--- src/rtl/next_pc_predictor.sv ---
// Fetch-stage next-PC generation with a 2-bit bimodal branch history table,
// execute-stage branch resolution, redirect, link write and mispredict statistics.
module next_pc_predictor #(
  parameter logic [31:0] RESET_PC     = 32'h0000_0000,
  parameter int          BHT_DEPTH    = 64,
  parameter logic [1:0]  COUNTER_INIT = 2'b01,
  parameter int          STAT_W       = 16
) (
  input  logic              clk,
  input  logic              rst,
  input  logic              stall,
  input  logic [31:0]       if_instr,
  output logic [31:0]       pc,
  output logic              if_pred_taken,
  input  logic              ex_valid,
  input  logic [31:0]       ex_pc,
  input  logic [31:0]       ex_instr,
  input  logic [31:0]       ex_rega,
  input  logic [31:0]       ex_regb,
  input  logic              ex_pred_taken,
  output logic              flush,
  output logic              link_we,
  output logic [4:0]        link_reg,
  output logic [31:0]       link_data,
  output logic [STAT_W-1:0] mispredict_count
);

  localparam int IDX_W = $clog2(BHT_DEPTH);

  function automatic logic is_cond(input logic [5:0] op);
    return (op == 6'd1) || (op == 6'd4) || (op == 6'd5) || (op == 6'd6) || (op == 6'd7);
  endfunction

  function automatic logic is_jump(input logic [5:0] op);
    return (op == 6'd2) || (op == 6'd3);
  endfunction

  function automatic logic is_rjump(input logic [5:0] op, input logic [5:0] funct);
    return (op == 6'd0) && ((funct == 6'd8) || (funct == 6'd9));
  endfunction

  function automatic logic [31:0] branch_target(input logic [31:0] p, input logic [15:0] imm);
    return p + 32'd4 + {{14{imm[15]}}, imm, 2'b00};
  endfunction

  function automatic logic [31:0] jump_target(input logic [3:0] region, input logic [25:0] idx);
    return {region, idx, 2'b00};
  endfunction

  logic [1:0]       bht [BHT_DEPTH];
  logic [IDX_W-1:0] if_idx;
  logic [IDX_W-1:0] ex_idx;
  logic [1:0]       if_ctr;
  logic [1:0]       ex_ctr;
  logic [1:0]       ex_ctr_next;
  logic [31:0]      fetch_next;
  logic [5:0]       if_op;
  logic [5:0]       ex_op;
  logic             ex_cond;
  logic             ex_rjump;
  logic             ex_taken;
  logic [31:0]      ex_actual_next;
  logic [31:0]      redirect;

  assign if_op  = if_instr[31:26];
  assign ex_op  = ex_instr[31:26];
  assign if_idx = pc[IDX_W+1:2];
  assign ex_idx = ex_pc[IDX_W+1:2];
  assign if_ctr = bht[if_idx];
  assign ex_ctr = bht[ex_idx];

  // Fetch prediction: direct jumps always taken, register jumps never.
  always_comb begin
    fetch_next    = pc + 32'd4;
    if_pred_taken = 1'b0;
    if (is_jump(if_op)) begin
      fetch_next    = jump_target(pc[31:28], if_instr[25:0]);
      if_pred_taken = 1'b1;
    end else if (is_cond(if_op) && if_ctr[1]) begin
      fetch_next    = branch_target(pc, if_instr[15:0]);
      if_pred_taken = 1'b1;
    end
  end

  // Signed condition evaluation; a negative value is identified by its sign bit.
  always_comb begin
    ex_taken = 1'b0;
    case (ex_op)
      6'd1:    ex_taken = ex_instr[16] ? ~ex_rega[31] : ex_rega[31];
      6'd4:    ex_taken = (ex_rega == ex_regb);
      6'd5:    ex_taken = (ex_rega != ex_regb);
      6'd6:    ex_taken = ex_rega[31] || (ex_rega == 32'd0);
      6'd7:    ex_taken = ~ex_rega[31] && (ex_rega != 32'd0);
      default: ex_taken = 1'b0;
    endcase
  end

  assign ex_cond  = ex_valid && is_cond(ex_op);
  assign ex_rjump = ex_valid && is_rjump(ex_op, ex_instr[5:0]);

  always_comb begin
    ex_actual_next = ex_pc + 32'd4;
    if (is_jump(ex_op))
      ex_actual_next = jump_target(ex_pc[31:28], ex_instr[25:0]);
    else if (ex_taken)
      ex_actual_next = branch_target(ex_pc, ex_instr[15:0]);
  end

  assign flush    = (ex_cond && (ex_taken != ex_pred_taken)) || ex_rjump;
  assign redirect = ex_rjump ? ex_rega : ex_actual_next;

  always_comb begin
    if (ex_taken)
      ex_ctr_next = (ex_ctr == 2'b11) ? 2'b11 : ex_ctr + 2'd1;
    else
      ex_ctr_next = (ex_ctr == 2'b00) ? 2'b00 : ex_ctr - 2'd1;
  end

  always_comb begin
    link_we   = 1'b0;
    link_reg  = 5'd0;
    link_data = 32'd0;
    if (ex_valid && (ex_op == 6'd3)) begin
      link_we   = 1'b1;
      link_reg  = 5'd31;
      link_data = ex_pc + 32'd4;
    end else if (ex_valid && (ex_op == 6'd0) && (ex_instr[5:0] == 6'd9)) begin
      link_we   = 1'b1;
      link_reg  = ex_instr[15:11];
      link_data = ex_pc + 32'd4;
    end
  end

  // A redirect wins over a stall so the squashed path is never held.
  always_ff @(posedge clk or posedge rst) begin
    if (rst)
      pc <= RESET_PC;
    else if (flush)
      pc <= redirect;
    else if (!stall)
      pc <= fetch_next;
  end

  always_ff @(posedge clk or posedge rst) begin
    if (rst) begin
      for (int i = 0; i < BHT_DEPTH; i++)
        bht[i] <= COUNTER_INIT;
    end else if (ex_cond) begin
      bht[ex_idx] <= ex_ctr_next;
    end
  end

  always_ff @(posedge clk or posedge rst) begin
    if (rst)
      mispredict_count <= '0;
    else if (flush && (mispredict_count != {STAT_W{1'b1}}))
      mispredict_count <= mispredict_count + 1'b1;
  end

endmodule

--- config.mk ---
export PLATFORM = sky130hd
export DESIGN_NAME = next_pc_predictor
export DESIGN_NICKNAME = d
export VERILOG_FILES = /design/src/rtl/next_pc_predictor.sv
export SDC_FILE = /design/constraint.sdc
export NUM_CORES = 1
export LEC_CHECK = 0
export CORE_UTILIZATION = 45
export CTS_BUF_LIST = sky130_fd_sc_hd__clkbuf_4 sky130_fd_sc_hd__clkbuf_8 sky130_fd_sc_hd__clkbuf_16
export DETAILED_ROUTE_END_ITERATION = 10
export DONT_BUFFER_PORTS = 1
export GPL_ROUTABILITY_DRIVEN = 0
export HOLD_SLACK_MARGIN = 0.08
export PLACE_DENSITY = 0.64
export SLEW_MARGIN = 0
export SYNTH_ARGS = -nofsm -noshare
export SYNTH_HDL_FRONTEND = slang
export SYNTH_SLANG_ARGS = --single-unit
--- constraint.sdc ---
create_clock -name clk -period 12.1 [get_ports clk]
set_clock_uncertainty 0.1 [all_clocks]
set_input_delay 2.42 -clock clk [delete_from_list [all_inputs] [get_ports clk]]
set_output_delay 2.42 -clock clk [all_outputs]
set_load 0.02 [all_outputs]
==> out/metrics.csv, run 1 <==
metric,value,unit
status,finished clean,
Layout area overhead,6.59,%
Async SR Flop Fraction,100,%
Synth Flop Type,dfrtp_1,
final worst path period share,65.6,%
post-synthesis compound-gate area fraction,19.1,%
highest routed layer,met4,
startpoint types,input pin,
largest fanout on the critical path,17,
maximum vdd drop,96.5,uV
global-route wire length before repair,79.3,mm
Synth Net Count,1913,
htree depth,4,
Leak,0.00624,uW
Bufs on Longest Clock Path,2,
DPL Wire Length,37.9,mm
Post-CTS Resized,0,
Ys Warns,0,
Final setup viols,0,
Max-slew headroom,18.4,%
Routed met2 length,24.8,mm
worst slew pin tran,1.22,ns
RSZ-0062 raised after global routing,no,
violation count after the first detailed-route iteration,1310,
share of cells above drive strength 1,17.8,%
mux contribution to synthesized area,13.7,%
core area,32500,um^2
Antenna diodes,0,
synthesized area,14800,um^2
placed inst area,15200,um^2
Ports,253,
pwr dens,133,nW/um^2
Fmax,126,MHz
CTS Hold Buffers Added,0,
Finished Cell Area,15800,um^2
Inst Count DP,2057,
largest net degree at the start of global routing,98,
CTS tree,done,
Routed WL per cell,25.0,um
Crit path arrival time,5.41,ns
via/cell ratio,6.53,
most numerous cell in the Yosys netlist,nor2_1,
Worst Path Required,9.58,ns
die height,184,um
vias in the first global route,13328,
vias,13648,
Synth Area in Adders,5.99,%
post-layout min period,7.93,ns
DRT met1 WL,20.0,mm
die width,184,um
post-route antenna net violation count,0,
Avg Inst Size Synth,8.83,um^2
CTS buffer count,17,
drt first pass iters,5,
Mapped Cells,1679,
met3 wire length,4.16,mm
IO Port Bufs,0,
gr ovfl total,0,
FP Rows,66,
Max Slew Vio Count,0,
Synth Area in XOR/XNOR,8.98,%
Setup WS pre-CTS,4.41,ns
CTS root buf,clkbuf_16,
fin cells,2089,
setup repair bufs after CTS,0,
crit end category,output port,
"EDFF count, synth",0,
post-route DRC violation count,0,
top-area cell type share of the netlist area,18.9,%
Skew-Pair Late Insertion Delay,0.45,ns
kind of critical path,input pin to output port,
Hold WC Path Type,flip-flop to flip-flop,
"top cells by count, synth","206 x nor2_1, 134 x mux2_2, 120 x nand2_1",
setup slack after layout,4.17,ns
Synth Register Bits,176,
largest family of logic cells by synthesized area,compound AO/OA/AOI/OAI gates,
synth top area cells,"dfrtp_1 19%, dfstp_2 11%, mux2_2 10%, xnor2_1 5.7%, ha_1 5.7%",
initial antenna violation count,0,
clock slew at reported path FFs,0.07,ns
maxcap violations,0,
Initial Util,45.7,%
die area,33700,um^2
Fin. Hold Viols,0,
largest area contributor in the netlist,dfrtp_1,
setup TNS,0,ns
Yosys cell types,80,
Simple-Gate Fraction of Synth Area,18.6,%
clock sink total,176,
register area share after synthesis,30.2,%
final WL,52.1,mm
Final Net Count,1868,
GR Util All Layers,30.9,%
worst max-delay path: stages:
cell and delay (ns):
xnor2_1 0.36, nand4_1 0.17, nor4_2 0.40, a31oi_1 0.18
or2_4 0.31, or3_1 0.51, nand2_2 0.44, nor2_4 0.22
inv_1 0.10, buf_4 0.29
cell families (layout without fill, tap and decap cells):
| kind of cell | Yosys count | in the layout |
|---|---|---|
| AO/OA/AOI/OAI | 425 | 425 |
| XOR/XNOR | 152 | 152 |
| adder cells (fa/ha/maj) | 70 | 70 |
| buffers and inverters | 121 | 89 |
| flip-flops | 176 | 176 |
| multiplexers | 168 | 168 |
| AND/OR/NAND/NOR | 567 | 567 |
final timing paths:
| check | start | endpoint | slack, ns | depth (start not counted) |
|---|---|---|---|---|
| setup reg to reg | pc[4]$_DFFE_PP0P_ | pc[30]$_DFFE_PP0P_ | 6.70 | 17 |
| hold reg to reg | bht[3]$_DFFE_PP0P_ | bht[3]$_DFFE_PP0P_ | 0.44 | 1 |
| hold / removal | bht[3]$_DFFE_PP0P_ | bht[3]$_DFFE_PP0P_ | 0.44 | 1 |
| setup / recovery | ex_rega[0] | flush | 4.17 | 10 |
| min in group asynchronous | rst | pc[10]$_DFFE_PP0P_ | 1.92 | 1 |
| max in group asynchronous | rst | mispredict_count[5]$_DFFE_PP0P_ | 8.36 | 2 |
layout make-up:
class                   count  area (um^2)
fillers                  3145        16600
multi-input cells        1382         9890
flip-flops and latches    176         4480
well taps                 442          553
clock buffers              19          453
inverters                  38          148
repair buffers             19          143
clock inverters            13          138
layout by cell type, fill, tap and decap left out, drive strengths merged, types with 42 or more instances in the layout:
cell type,instances
a21oi,99
a22oi,42
dfrtp,112
dfstp,64
ha,67
inv,46
mux2,134
nand2,121
nor2,207
nor3,42
o21ai,70
xnor2,97
xor2,55
per-layer routing:
metal	global-route usage (%)	vias to the layer above
li1	-	6105
met1	36.6	6715
met2	51.1	654
met3	6.72	174
met4	18.7	0
met5	0	-
flip-flops by register name (all words and copies together) (netlist names):
signal	flops
mispredict_count	16
pc	32
bht	128
where the power goes:
group	switching [uW]	total (uW)	leakage [uW]	internal [uW]
combinational	435	749	0.00382	313
sequential	145	770	0.00213	625
clock	276	579	0.000291	303
per-stage QoR:
| step | utilization (%) | hold slack [ns] | power [uW] |
|---|---|---|---|
| floorplan | - | 0.396 | 1320 |
| global placement | 46.9 | 0.413 | 1500 |
| detailed placement | 46.9 | 0.418 | 1510 |
| CTS | 48.7 | 0.435 | 2090 |
| global route | 48.7 | 0.450 | 2210 |
| finish | 48.7 | 0.438 | 2100 |
Note: power is estimated with default switching activity, not from simulation.
==> run 2, diff against run 1 <==
--- a/config.mk
+++ b/config.mk
@@ -11,7 +11,7 @@
 export DONT_BUFFER_PORTS = 1
 export GPL_ROUTABILITY_DRIVEN = 0
 export HOLD_SLACK_MARGIN = 0.08
-export PLACE_DENSITY = 0.64
+export PLACE_DENSITY = 0.66
 export SLEW_MARGIN = 0
 export SYNTH_ARGS = -nofsm -noshare
 export SYNTH_HDL_FRONTEND = slang
==> constraint.sdc (replaced) <==
create_clock -name clk -period 6.6 [get_ports clk]
set_clock_uncertainty 0.1 [all_clocks]
set_input_delay 1.32 -clock clk [delete_from_list [all_inputs] [get_ports clk]]
set_output_delay 1.32 -clock clk [all_outputs]
set_load 0.02 [all_outputs]
==> run 2 against run 1 <==
  * Non-clock buffer count is 2 higher
  * Final area is essentially flat
  * Routed wire length increased by 0.46%
  * Via count increased by 0.40%
  * Combinational power is 80% higher
  * Sequential power up 86%
  * Clock power is 76% higher
  * Cell count rose by 0.29%
  * Critical path depth shrank 1
  * Flip-flop and latch count stayed put
  * Critical endpoint unchanged
==> out/metrics.csv, run 2 (synthesis results as in run 1) <==
metric,value,unit
global-route wire length before repair,78.7,mm
grt met1 use,36.1,%
reg2reg path depth,15,
startpoint types,input pin,
Logic pwr share,35.5,%
Skew-Pair Late Insertion Delay,0.45,ns
Sequential Power Share,37.6,%
kind of critical path,input pin to output port,
Final setup viols,0,
WHS,0.435,ns
worst slew pin tran,1.12,ns
Fin. Hold Viols,0,
crit end category,output port,
largest fanout on the critical path,17,
multi-input logic area,9880,um^2
Initial Util,45.7,%
net switching power,1540,uW
die width,184,um
switching share of power,40.4,%
area taken by flip-flops and latches,4480,um^2
Leak,0.00624,uW
vias,13703,
largest net degree at the start of global routing,119,
via/cell ratio,6.54,
Layout fillers,3067,
post-route DRC violation count,0,
hold path endpoint,bht[23]$_DFFE_PP0P_,
die height,184,um
Clock Power Share,26.9,%
Routed WL per cell,25.0,um
Inst Count DP,2059,
drt first pass iters,7,
clock sink total,176,
post-route antenna net violation count,0,
hold path depth,1,
final worst path period share,83.3,%
Finished Cell Area,15800,um^2
Int Power,2260,uW
vias in the first global route,13264,
core area,32500,um^2
FP Rows,66,
pwr dens,240,nW/um^2
"commonest non-fill, non-tap cell in the layout",nor2_1,
largest registers,"bht: 128 flops, pc: 32 flops, mispredict_count: 16 flops",
most frequent cells in the layout,"204 x nor2_1, 134 x mux2_2, 120 x nand2_1",
Max Slew Vio Count,0,
maximum vdd drop,176,uV
FF-to-FF Start,pc[4]$_DFFE_PP0P_,
setup TNS,0,ns
status,finished clean,
Critical R2R Capture,pc[30]$_DFFE_PP0P_,
initial antenna violation count,1,
htree depth,4,
final core occ,48.7,%
Fmax,182,MHz
GR Util All Layers,30.8,%
final WL,52.4,mm
share of cells above drive strength 1,17.9,%
violation count after the first detailed-route iteration,1350,
clock slew at reported path FFs,0.07,ns
Hold WC Path Type,flip-flop to flip-flop,
Max-slew headroom,25.1,%
CTS root buf,clkbuf_16,
GR Util met3,7.41,%
gr ovfl total,0,
CTS buffer count,17,
met2 usage in global routing,51.5,%
CTS tree,done,
Ports,253,
Layout area overhead,6.60,%
IO Port Bufs,0,
DPL Wire Length,38.5,mm
RSZ-0062 raised after global routing,no,
post-layout min period,5.50,ns
die area,33700,um^2
Post-CTS Resized,0,
setup repair bufs after CTS,0,
fin cells,2095,
Hold Path Origin,bht[23]$_DFFE_PP0P_,
global routing's busiest layer,met2,
maxcap violations,0,
CTS Hold Buffers Added,0,
Final Net Count,1870,
Worst Path Required,5.18,ns
placed inst area,15200,um^2
Largest register FFs,128,
Top reg by flops,bht,
Bufs on Longest Clock Path,2,
internal reg-to-reg setup slack,1.38,ns
Crit path arrival time,4.08,ns
run 2: cell types whose count changed in the layout (fill, tap and decap cells not counted), sizes merged:
| cell | before | now |
|---|---|---|
| buf | 19 | 21 |
| inv | 46 | 44 |
| clkbuf | 19 | 20 |
| clkinv | 3 | 4 |
| diode | 0 | 4 |
run 2: worst max path at each step:
| stage | from | end | slack [ns] | depth (start not counted) |
|---|---|---|---|---|
| final | ex_rega[2] | flush | 1.10 | 9 |
| after global placement | ex_pc[2] | pc[31]$_DFFE_PP0P_ | 1.24 | 18 |
| after floorplan | rst | bht[101]$_DFFE_PP0P_ | 0.51 | 1 |
| after global routing | ex_rega[2] | flush | 0.96 | 9 |
| after CTS | ex_rega[26] | flush | 1.30 | 9 |
| after detailed placement | ex_pc[2] | pc[31]$_DFFE_PP0P_ | 1.19 | 18 |
run 2: final cells by class:
type / instances / area share, %
diodes: 4 / 0.0633
clock buffers: 20 / 2.83
clock inverters: 12 / 0.791
inverters: 38 / 0.934
multi-input cells: 1382 / 62.5
flip-flops and latches: 176 / 28.4
well taps: 442 / 3.50
repair buffers: 21 / 0.997
run 2: stage by stage:
stage	total power [uW]	setup WS, ns
2_1_floorplan	2430	0.512
3_3_place_gp	2740	1.24
3_5_place_dp	2760	1.19
4_1_cts	3780	1.30
5_1_grt	3990	0.955
6_report	3800	1.10
run 2: per-layer routing:
| metal | vias up | wire (um) |
|---|---|---|
| met2 | 745 | 25100 |
| met3 | 163 | 4800 |
| met5 | - | 0 |
| li1 | 6128 | - |
| met4 | 0 | 3000 |
| met1 | 6667 | 19500 |
run 2: worst max-delay path, stage by stage:
cell	delay [ns]
xnor2_1	0.56
nand4_1	0.18
nor2_1	0.16
a31oi_1	0.16
or2_4	0.31
o21ai_1	0.28
nand2_2	0.33
nor2_4	0.51
inv_1	0.25
run 2: power by group through the flow:
stage	combinational (uW)	clock, uW	sequential [uW]
2_1_floorplan	1090	0	1330
5_1_grt	1490	1070	1430
6_report	1350	1020	1430
3_3_place_gp	1300	0	1440
3_5_place_dp	1320	0	1440
4_1_cts	1330	1030	1420
==> variant: new RTL, config.mk and constraints of run 2 <==
Set the parameter `STAT_W` to 32 (it was 16).
--- a/src/rtl/next_pc_predictor.sv
+++ b/src/rtl/next_pc_predictor.sv
@@ -6,3 +6,3 @@
   parameter logic [1:0]  COUNTER_INIT = 2'b01,
-  parameter int          STAT_W       = 16
+  parameter int          STAT_W       = 32
 ) (
Ports: changed (resized mispredict_count); port bits go from 253 to 269. The function was not compared with the original's and may differ.
==> variant against run 2 <==
  * Setup slack better by 0.046 ns
  * Critical path depth is 3 lower
  * Sequential share of layout area up 1.4 points
  * Power is 11% higher
  * Clock power rose by 7%
  * Design area rose by 3.7%
  * Sequential cell count is 16 higher
  * First-iteration DRC count down 7.9%
  * Routed wire length shrank 2.5%
  * Register-to-register slack lost 0.09 ns
  * Synthesized area grew 3.6%
  * Highest routed layer is now met5
==> variant: results (changes against run 2) <==
- The count of TritonRoute iterations in the first routing pass was 5 (-2).
- The overall via count from detail_route is 13.4k (-1.9%).
- The number of I/O port buffers is 0 (unchanged).
- The wire length on met2 came to 24.1 mm (-4.0%).
- The worst setup slack for register-to-register paths is 1.29 ns (-0.09 ns).
- By count the netlist is led by 189 x sky130_fd_sc_hd__nand2_1, 130 x sky130_fd_sc_hd__mux2_2, 128 x sky130_fd_sc_hd__dfrtp_1, 124 x sky130_fd_sc_hd__xnor2_1, 122 x sky130_fd_sc_hd__nor2_1.
- The DRC marker count from the first detailed-route iteration is 1244 (-7.9%).
- The share of the synthesized area in compound gates (AO/OA/AOI/OAI) is 0.173 (-0.0188).
- The transition time of the tightest slew-check pin is 1.19 ns (+0.0752 ns).
- The pin count of the biggest net entering global routing is 193 (+62%).
- The fraction of met3 tracks used by global routing is 0.0655 (-0.00864).
- In the final layout, the registers with the most flip-flops are bht (128), mispredict_count (32), pc (32).
- The met2 routing resource usage after global routing is 0.479 (-0.0364).
- The critical path launch point is ex_instr[29].
- The post-synthesis share of cell area spent on full adders, half adders and majority gates was 0.0579 (-0.00199).
- The layout cell share with drive strength beyond 1 is 0.185 (+0.00571).
- The number of diodes is 0 (-4).
- The global-route usage over all layers is 0.287 (-0.0205).
- The largest fanout of any net on the critical path is 24 (+7).
- The first-pass GRT wire length came to 77.7 mm (-1.4%).
- The met1 track demand over resource is 0.340 (-0.0215).
- The post-synthesis xor/xnor area fraction is 0.0975 (+0.00773).
- The hold path endpoint is bht[51].
- The top routing layer in use is met5.
- Following the worst setup path forward leads to its endpoint at link_data[24].
- The number of instances on the worst hold path is 1 (unchanged).
- The run finished with clean final reports.
- The endpoint identified for the worst register-to-register timing path is pc[27].
- The length of routed wiring on met1 is 19.6 mm (+0.44%).
- The number of antenna violations at the first check in global routing is 1 (unchanged).
- Clock-pin slew was measured on the worst setup and hold paths at 0.08 ns.
- The maximum resistive drop on vdd was 0.252 mV (+43%).
- The total wirelength of the detailed-routed design is 51.1 mm (-2.5%).
- The met3 wirelength from detailed routing was 4.31 mm (-10%).
- The standard cell area after detailed placement is 15800 um2 (+3.5%).
- Ranked by total cell area, the synthesized netlist is headed by sky130_fd_sc_hd__dfrtp_1 21%, sky130_fd_sc_hd__dfstp_2 11%, sky130_fd_sc_hd__mux2_2 9.5%.
- The worst path arrival time was 4.03 ns (-0.05 ns).
- The worst setup slack after layout is 1.15 ns (+0.0464 ns).
- The worst slack after detailed placement is 0.998 ns (-0.190 ns).
- The count of distinct cell types in the synthesized netlist is 87 (+8.8%).
- The net count of the finished layout is 1884 (+0.75%).
- The half-perimeter wire length after placement is 37.5 mm (-2.7%).
- The launch point of the worst hold path is bht[51].
- The final worst hold slack is 0.437 ns (+0.00164 ns).
- The sequential share of the synthesized area is 0.318 (+0.0156).
variant: cell types whose count changed after synthesis, moves of 12 or more:
cell | before | now
sky130_fd_sc_hd__a211oi_1 | 27 | 13
sky130_fd_sc_hd__o21ai_0 | 68 | 51
sky130_fd_sc_hd__nor2_1 | 206 | 122
sky130_fd_sc_hd__dfrtp_1 | 112 | 128
sky130_fd_sc_hd__nand2_1 | 120 | 189
sky130_fd_sc_hd__nor3_1 | 37 | 23
sky130_fd_sc_hd__a22oi_1 | 42 | 72
sky130_fd_sc_hd__a31oi_1 | 35 | 20
sky130_fd_sc_hd__xnor2_1 | 97 | 124
sky130_fd_sc_hd__and3_1 | 15 | 27
sky130_fd_sc_hd__a221oi_1 | 24 | 10
sky130_fd_sc_hd__a22o_1 | 18 | 6
sky130_fd_sc_hd__nand3_1 | 41 | 54
sky130_fd_sc_hd__clkbuf_1 | 62 | 46
variant: layout make-up:
cell class | count | area [um2]
well taps | 448 | 561
flip-flops and latches | 192 | 4880
repair buffers | 23 | 185
clock buffers | 17 | 425
clock inverters | 15 | 201
fillers | 3175 | 17100
multi-input cells | 1369 | 9950
inverters | 47 | 181
variant: critical path: stages:
cell	delay, ns
sky130_fd_sc_hd__nor3_1	0.10
sky130_fd_sc_hd__and3b_1	0.34
sky130_fd_sc_hd__and3_1	0.34
sky130_fd_sc_hd__a21oi_2	0.86
sky130_fd_sc_hd__inv_1	0.64
sky130_fd_sc_hd__and2_1	0.42
variant: report_power, final:
part / internal [uW] / switching (uW)
clock: 524 / 568
sequential: 1260 / 297
combinational: 665 / 896
variant: stage by stage:
stage                util  instances
floorplan               -       1695
global placement    0.470       2079
detailed placement  0.470       2079
CTS                 0.489       2111
global route        0.489       2111
finish              0.489       2111
